File: config.mk
export PLATFORM = sky130hd
export DESIGN_NAME = display_scanout
export DESIGN_NICKNAME = d
export VERILOG_FILES = /design/src/rtl/display_scanout.sv
export SDC_FILE = /design/constraint.sdc
export NUM_CORES = 1
export LEC_CHECK = 0
export ABC_AREA = 1
export BUFFER_PORTS_ARGS = -buffer_cell sky130_fd_sc_hd__buf_2
export CAP_MARGIN = 20
export CELL_PAD_IN_SITES_DETAIL_PLACEMENT = 0
export CELL_PAD_IN_SITES_GLOBAL_PLACEMENT = 2
export CORE_MARGIN = 1.5
export CORE_UTILIZATION = 35
export CTS_CLUSTER_SIZE = 28
export DETAILED_ROUTE_END_ITERATION = 8
export PLACE_DENSITY_LB_ADDON = 0.1
export SETUP_SLACK_MARGIN = 0.2
export SYNTH_ARGS = -nofsm -noshare
export SYNTH_HDL_FRONTEND = slang
export SYNTH_SLANG_ARGS = --single-unit
File: constraint.sdc
create_clock -name clock_in -period 3.3 [get_ports clock_in]
set_input_delay 0.495 -clock clock_in [delete_from_list [all_inputs] [get_ports clock_in]]
set_output_delay 0.495 -clock clock_in [all_outputs]
set_load 0.01 [all_outputs]
File: src/rtl/display_scanout.sv
// display_scanout: raster timing generator and frame-store read sequencer.
// Issues one linear read address per active pixel, then realigns the returned
// pixel with hsync/vsync/de/frame_start across the frame store read latency.
module display_scanout #(
  parameter int H_ACTIVE     = 640,
  parameter int H_FRONT      = 16,
  parameter int H_SYNC       = 96,
  parameter int H_BACK       = 48,
  parameter int V_ACTIVE     = 400,
  parameter int V_FRONT      = 12,
  parameter int V_SYNC       = 2,
  parameter int V_BACK       = 35,
  parameter int READ_LATENCY = 3
) (
  input  logic        clock_in,
  input  logic        reset_n_in,
  input  logic        enable_in,
  output logic [17:0] pixel_read_address_out,
  input  logic [3:0]  pixel_read_data_in,
  output logic        display_hsync_out,
  output logic        display_vsync_out,
  output logic        display_data_enable_out,
  output logic [3:0]  display_pixel_out,
  output logic        frame_start_out
);

  localparam int H_TOTAL = H_ACTIVE + H_FRONT + H_SYNC + H_BACK;
  localparam int V_TOTAL = V_ACTIVE + V_FRONT + V_SYNC + V_BACK;
  localparam int HW      = $clog2(H_TOTAL + 1);
  localparam int VW      = $clog2(V_TOTAL + 1);

  localparam logic [HW-1:0] H_LAST_C  = HW'(H_TOTAL - 1);
  localparam logic [HW-1:0] H_ACT_C   = HW'(H_ACTIVE);
  localparam logic [HW-1:0] HS_BEG_C  = HW'(H_ACTIVE + H_FRONT);
  localparam logic [HW-1:0] HS_END_C  = HW'(H_ACTIVE + H_FRONT + H_SYNC);
  localparam logic [VW-1:0] V_LAST_C  = VW'(V_TOTAL - 1);
  localparam logic [VW-1:0] V_ACT_C   = VW'(V_ACTIVE);
  localparam logic [VW-1:0] VS_BEG_C  = VW'(V_ACTIVE + V_FRONT);
  localparam logic [VW-1:0] VS_END_C  = VW'(V_ACTIVE + V_FRONT + V_SYNC);
  localparam logic [17:0]   ADDR_LAST = 18'(H_ACTIVE * V_ACTIVE - 1);

  // Control word bit positions inside the delay pipeline
  localparam int CTL_HS = 0;
  localparam int CTL_VS = 1;
  localparam int CTL_DE = 2;
  localparam int CTL_FS = 3;

  logic          run_q, run_d;
  logic [HW-1:0] h_q, h_d;
  logic [VW-1:0] v_q, v_d;
  logic [17:0]   addr_q, addr_d;
  logic          raw_de_s;
  logic [3:0]    ctl_raw_s;
  logic [3:0]    ctl_q [1:READ_LATENCY];
  logic          pre_de_s;
  logic [3:0]    pixel_q;

  // Decode raw timing controls from the current raster position
  always_comb begin
    raw_de_s             = run_q && (h_q < H_ACT_C) && (v_q < V_ACT_C);
    ctl_raw_s            = 4'b0000;
    ctl_raw_s[CTL_HS]    = (h_q >= HS_BEG_C) && (h_q < HS_END_C);
    ctl_raw_s[CTL_VS]    = (v_q >= VS_BEG_C) && (v_q < VS_END_C);
    ctl_raw_s[CTL_DE]    = raw_de_s;
    ctl_raw_s[CTL_FS]    = raw_de_s && (h_q == {HW{1'b0}}) && (v_q == {VW{1'b0}});
  end

  // Next-state for raster counters and read address; the first enabled cycle only arms the engine
  always_comb begin
    run_d  = run_q;
    h_d    = h_q;
    v_d    = v_q;
    addr_d = addr_q;
    if (!enable_in) begin
      run_d  = 1'b0;
      h_d    = {HW{1'b0}};
      v_d    = {VW{1'b0}};
      addr_d = 18'd0;
    end else if (!run_q) begin
      run_d  = 1'b1;
      h_d    = {HW{1'b0}};
      v_d    = {VW{1'b0}};
      addr_d = 18'd0;
    end else begin
      if (h_q == H_LAST_C) begin
        h_d = {HW{1'b0}};
        if (v_q == V_LAST_C) begin
          v_d = {VW{1'b0}};
        end else begin
          v_d = v_q + VW'(1);
        end
      end else begin
        h_d = h_q + HW'(1);
        v_d = v_q;
      end
      // Address parks at 0 after the last pixel so the buffer swap window covers all of vblank
      if (raw_de_s) begin
        if (addr_q == ADDR_LAST) begin
          addr_d = 18'd0;
        end else begin
          addr_d = addr_q + 18'd1;
        end
      end else begin
        addr_d = addr_q;
      end
    end
  end

  // Raster and address state registers
  always_ff @(posedge clock_in or negedge reset_n_in) begin
    if (!reset_n_in) begin
      run_q  <= 1'b0;
      h_q    <= {HW{1'b0}};
      v_q    <= {VW{1'b0}};
      addr_q <= 18'd0;
    end else begin
      run_q  <= run_d;
      h_q    <= h_d;
      v_q    <= v_d;
      addr_q <= addr_d;
    end
  end

  // The stage just before the output lines up with the returning read data
  generate
    if (READ_LATENCY == 1) begin : g_lat1
      assign pre_de_s = ctl_raw_s[CTL_DE];
    end else begin : g_latn
      assign pre_de_s = ctl_q[READ_LATENCY-1][CTL_DE];
    end
  endgenerate

  // Control delay line and pixel capture; last stage drives the pins directly
  always_ff @(posedge clock_in or negedge reset_n_in) begin
    if (!reset_n_in) begin
      for (int k = 1; k <= READ_LATENCY; k++) begin
        ctl_q[k] <= 4'b0000;
      end
      pixel_q <= 4'b0000;
    end else if (!enable_in) begin
      for (int k = 1; k <= READ_LATENCY; k++) begin
        ctl_q[k] <= 4'b0000;
      end
      pixel_q <= 4'b0000;
    end else begin
      ctl_q[1] <= ctl_raw_s;
      for (int k = 2; k <= READ_LATENCY; k++) begin
        ctl_q[k] <= ctl_q[k-1];
      end
      pixel_q <= pre_de_s ? pixel_read_data_in : 4'b0000;
    end
  end

  assign pixel_read_address_out  = addr_q;
  assign display_hsync_out       = ctl_q[READ_LATENCY][CTL_HS];
  assign display_vsync_out       = ctl_q[READ_LATENCY][CTL_VS];
  assign display_data_enable_out = ctl_q[READ_LATENCY][CTL_DE];
  assign frame_start_out         = ctl_q[READ_LATENCY][CTL_FS];
  assign display_pixel_out       = pixel_q;

endmodule

### After elaboration in Yosys (flattened, before gate mapping)

Index checks and enable logic that the tools add are counted.

| word-level totals | value |
|---|---|
| bits in latches | 0 |
| ROM bits | 0 |
| bits of input ports | 7 |
| memories | 0 |
| register bits after elaboration | 54 |
| output and inout bits | 26 |
| word-level logic and storage cells | 45 |
| RAM bits | 0 |

| operators by class | value |
|---|---|
| bitwise operators | 0 |
| reductions and logical operators | 8 |
| $mul | 0 |
| equal/unequal tests | 5 |
| shift-type cells | 0 |
| divide/modulo/power cells | 0 |
| $add $sub $neg | 3 |
| muxes and demuxes | 15 |
| $lt $le $gt $ge | 6 |

Operators by type and width:

| cell | number |
|---|---|
| $mux W18 | 4 |
| $mux W9 | 4 |
| $mux W10 | 3 |
| $lt A10 B10 Y1 const B | 2 |
| $add A18 B1 Y18 const B | 1 |
| $eq A18 B18 Y1 const B | 1 |
| $lt A9 B9 Y1 const B | 2 |
| $mux W12 | 1 |
| $add A10 B1 Y10 const B | 1 |
| $eq A10 B10 Y1 const B | 1 |
| $ge A10 B10 Y1 const B | 1 |
| $logic_not A10 Y1 | 1 |
| $add A9 B1 Y9 const B | 1 |
| $eq A9 B9 Y1 const B | 1 |
| $ge A9 B9 Y1 const B | 1 |
| $logic_not A9 Y1 | 1 |
| $mux W4 | 2 |
| $logic_and A1 B1 Y1 | 6 |
| $ne A3 B2 Y1 const B | 2 |
| $mux W1 | 1 |

### Logic depth before layout (Yosys ltp)

| logic depth | value |
|---|---|
| word-level depth | 6 |
| gate-level depth with buffers | 10 |
| depth with buffers taken out | 10 |

### Worst setup path after synthesis

No wires, ideal clock.

| timing | value |
|---|---|
| path type | register -> register |
| start | register addr_q[0], in the netlist pixel_read_address_out[0] |
| end | register addr_q[12], in the netlist pixel_read_address_out[12] |
| cell stages (with the launch flop) | 10 |
| path buffers | 1 |
| required time | 3.183 ns |
| arrival | 1.457 ns |
| setup time | 0.117 ns |
| slack | 1.726 ns |
| period minus slack after synthesis | 1.574 ns |
| cell sequence | dfrtp_1 > ha_1 > nand2_1 > nor2_4 > nand3_2 > clkinv_1 > nand2_1 > o21ai_2 > buf_6 > nor2_2 |

| on the way | value |
|---|---|
| cells in the longest elaborated chain, start to end | 5 |
| elaborated cells between the ends (all ways) | 6 |
| classes of those cells | add/sub (1); eq/ne (1); mux (4) |

Ends and longest elaborated chain:

| element | RTL line | text |
|---|---|---|
| from (decl) | 51 | `logic [17:0] addr_q, addr_d;` |
| from (signal assigned) | 120 | `addr_q <= addr_d;` |
| $add A18 B1 Y18 or $eq A18 B18 Y1 (tied branches) | 101, 98 |  |
| $mux W18 * | 98 | `if (addr_q == ADDR_LAST) begin` |
| $mux W18 * | 97 | `if (raw_de_s) begin` |
| $mux W18 * | 79 | `end else if (!run_q) begin` |
| $mux W18 * | 74 | `if (!enable_in) begin` |

Every way passes the cells marked *; elsewhere a longest branch is shown, timed or not. The select of a mux whose other input is x is not followed.
A chain may end at the register's enable or synchronous reset.

### Final worst setup path

| timing | value |
|---|---|
| start | register addr_q[0], in the netlist pixel_read_address_out[0] |
| end | register addr_q[11], in the netlist pixel_read_address_out[11] |

The elaborated chain is that of the path after synthesis.

==> flow_summary.toml <==
[global_routing]
overflow = 0
grt_max_degree = 44
grtUsageTotal = 0.159
antenna_found_initial = 0
grt_pass1_vias = 2283
grt_pass1_wl_um = 10900

[drt]
vias = 2387
ant_nets = 0
vias_per_cell = 4.59
routedWlPerCell_um = 12.2
drc = 0
drt_iter0_markers = 83
wirelength_um = 6350
drt_pre_antenna_iters = 4

[cts]
clock-sinks = 54
root_buffer = "clkbuf_8"
holdBufCountCts = 0
cts_setup_buffers = 0
ctsHtreeMaxLevel = 2
cts_max_path_buffers = 2
numCtsBuffers = 5
cts_tree = "built"
cts_resized = 0
path_clk_slew_ns = 0.10
worst_skew_pair.late_latency_ns = 0.31

[power_and_ir_drop]
power_frac_comb = 0.057
power_density_nw_per_um2 = 342
power_uw = 1120
power.switching_uw = 280
clkPwrFrac = 0.342
vdd_drop_max_uv = 154
switching_share = 0.250
p_int_uw = 838
p_leak_uw = 0.00168
seqPwrFrac = 0.601

[placed_design]
port_buffers = 32
dpl.hpwl_um = 4670
place_congestion = 0.796
place_worst_setup_slack_ns = 1.30

[finish]
final_common_cell = "nand2_1"
diodes = 0
syn2layout_area_growth_pct = 12.8
drive_gt1_frac = 0.169
final_util = 0.402
layout.nets = 426
fillers = 868
mostFrequentLayoutCells = "104 x nand2_1, 56 x inv_1, 54 x dfrtp_1"

[synthesis]
synth_top_family_by_area = "simple AND/OR/NAND/NOR gates"
synthMuxAreaShare = 0
synth_nets = 391
synth-seq-cells = 54
synth_compound_area_frac = 0.0539
synth_warnings = 0
synth_adder_area_share = 0.0216
synthXorXnorAreaFrac = 0.00604
synthTopCellsByArea = "dfrtp_1 47%, nand2_1 13%, inv_1 7.2%"
yosysTopAreaCell = "dfrtp_1"
syn_inst = 379
synth_cell_types = 33
yosys.area_share.simple = 0.359
ys_seq_area_frac = 0.466
syn_area_sq_um = 2900
synth.top_cell.area_share = 0.466
synth_area_per_cell_sq_um = 7.66

[sta]
hold_viol = 0
max_slew_margin = 0.540
fin_setup_tns_ns = 0
grt_setup_unrepaired = "false"
finalSetupViolCount = 0
worstMarginPinSlew_ns = 0.689
setup_ws_ns = 1.30
whs_ns = 0.152
fmax_ghz = 0.500
clock_skew_ns = 0.0107
fin_crit_ns = 2.00
drv_slew = 0
fin_crit_sh = 0.606

[floorplanning]
placementRows = 33
die_w_um = 94.1
core_area_sq_um = 8130
ios = 33
fp.dieH_um = 94.1
die_area_sq_um = 8850
start_util = 0.357

[hold_path]
hold_class = "primary input to asynchronous set/reset pin"

[worst_setup_path]
crit_top_cell = "nand2_1"
critPathLaunch = "pixel_read_address_out[0]$_DFFE_PN0P_"
crit_path_top_delay_cell = "o21ai_2"
r2r_start = "pixel_read_address_out[0]$_DFFE_PN0P_"
cp_max_fo = 11
path_cells = "ha_1 > nand2_1 > nor2_4 > nand3_2 > clkinv_1 > nand2_1 > o21ai_2 > nor2_1"
crit_buf_inv = 1
cp.required_ns = 3.47
critPathMaxStageDelay_ns = 0.55
worstSetupPathType = "flip-flop to flip-flop"
critPathTopFamily = "simple AND/OR/NAND/NOR gates"
start_kind = "flip-flop"
crit_path_end_kind = "flip-flop"
critPathArrivalTime_ns = 2.17

[run]
maxCapViolCount = 0

[outcome]
status = "complete, no violations"
## power groups by stage
stage | sequential, uW | clock (uW) | combinational, uW
after floorplan | 685 | 0 | 35.4
after global placement | 685 | 0 | 62.2
after detailed placement | 685 | 0 | 61.7
after CTS | 672 | 407 | 62.0
after global routing | 673 | 430 | 73.8
final | 672 | 382 | 63.5
## registers in the layout, summed over array words and instances (netlist names)
name	cells
run_q	1
v_q	9
h_q	10
display_data_enable_out	1
display_pixel_out	4
ctl_q	8
frame_start_out	1
pixel_read_address_out	18
display_vsync_out	1
display_hsync_out	1
## per-stage QoR
stage	instance area, sq um	cells
2_1_floorplan	2900	379
3_3_place_gp	3150	511
3_5_place_dp	3150	511
4_1_cts	3240	519
5_1_grt	3270	520
6_report	3270	520
## logic make-up after synthesis
family	Yosys count
AO/OA/AOI/OAI	24
XOR/XNOR	2
adder cells (fa/ha/maj)	5
buffers and inverters	65
flip-flops	54
AND/OR/NAND/NOR	229
## cell type report
type,count,area (sq um),share of cell area
Sequential cell,54,1350,0.413
Clock buffer,5,68.8,0.0210
Timing Repair Buffer,34,195,0.0597
Inverter,59,221,0.0677
Tap cell,105,131,0.0402
Clock inverter,3,25.0,0.00765
Multi-Input combinational cell,260,1280,0.391
## final timing paths
kind | to | slack, ns | cells after the start
worst min register to register | frame_start_out$_DFF_PN0_ | 0.44 | 2
worst max register to register | pixel_read_address_out[11]$_DFFE_PN0P_ | 1.30 | 8
max in group asynchronous | v_q[8]$_DFFE_PN0P_ | 2.57 | 2
worst min-delay path | display_data_enable_out$_DFF_PN0_ | 0.15 | 1
min in group clock_in | display_pixel_out[0]$_DFF_PN0_ | 0.38 | 3
worst max-delay path | pixel_read_address_out[11]$_DFFE_PN0P_ | 1.30 | 8
## per-layer routing
metal  vias up  routed length [um]  GRT usage  share of wire
li1       1256                   -          -              -
met1      1090                3100      0.204           0.49
met2        33                2990      0.269           0.47
met3         8                 171     0.0324          0.027
met4         0                  92     0.0473          0.014
met5         -                   0          0              0
## synthesized netlist by cell type, drive strengths merged
| cell type | count |
|---|---|
| nand2 | 107 |
| nor2 | 61 |
| inv | 58 |
| dfrtp | 54 |
| nand3 | 37 |
| o21ai | 11 |
| nand4 | 9 |
| nor3 | 9 |
| a21oi | 8 |
| buf | 6 |
| ha | 5 |
| nor3b | 4 |
| a21o | 2 |
| nor4 | 2 |
| a31oi | 1 |
| clkinv | 1 |
| o21bai | 1 |
| o22ai | 1 |
| xnor2 | 1 |
| xor2 | 1 |
(Power assumes the default switching activity.)
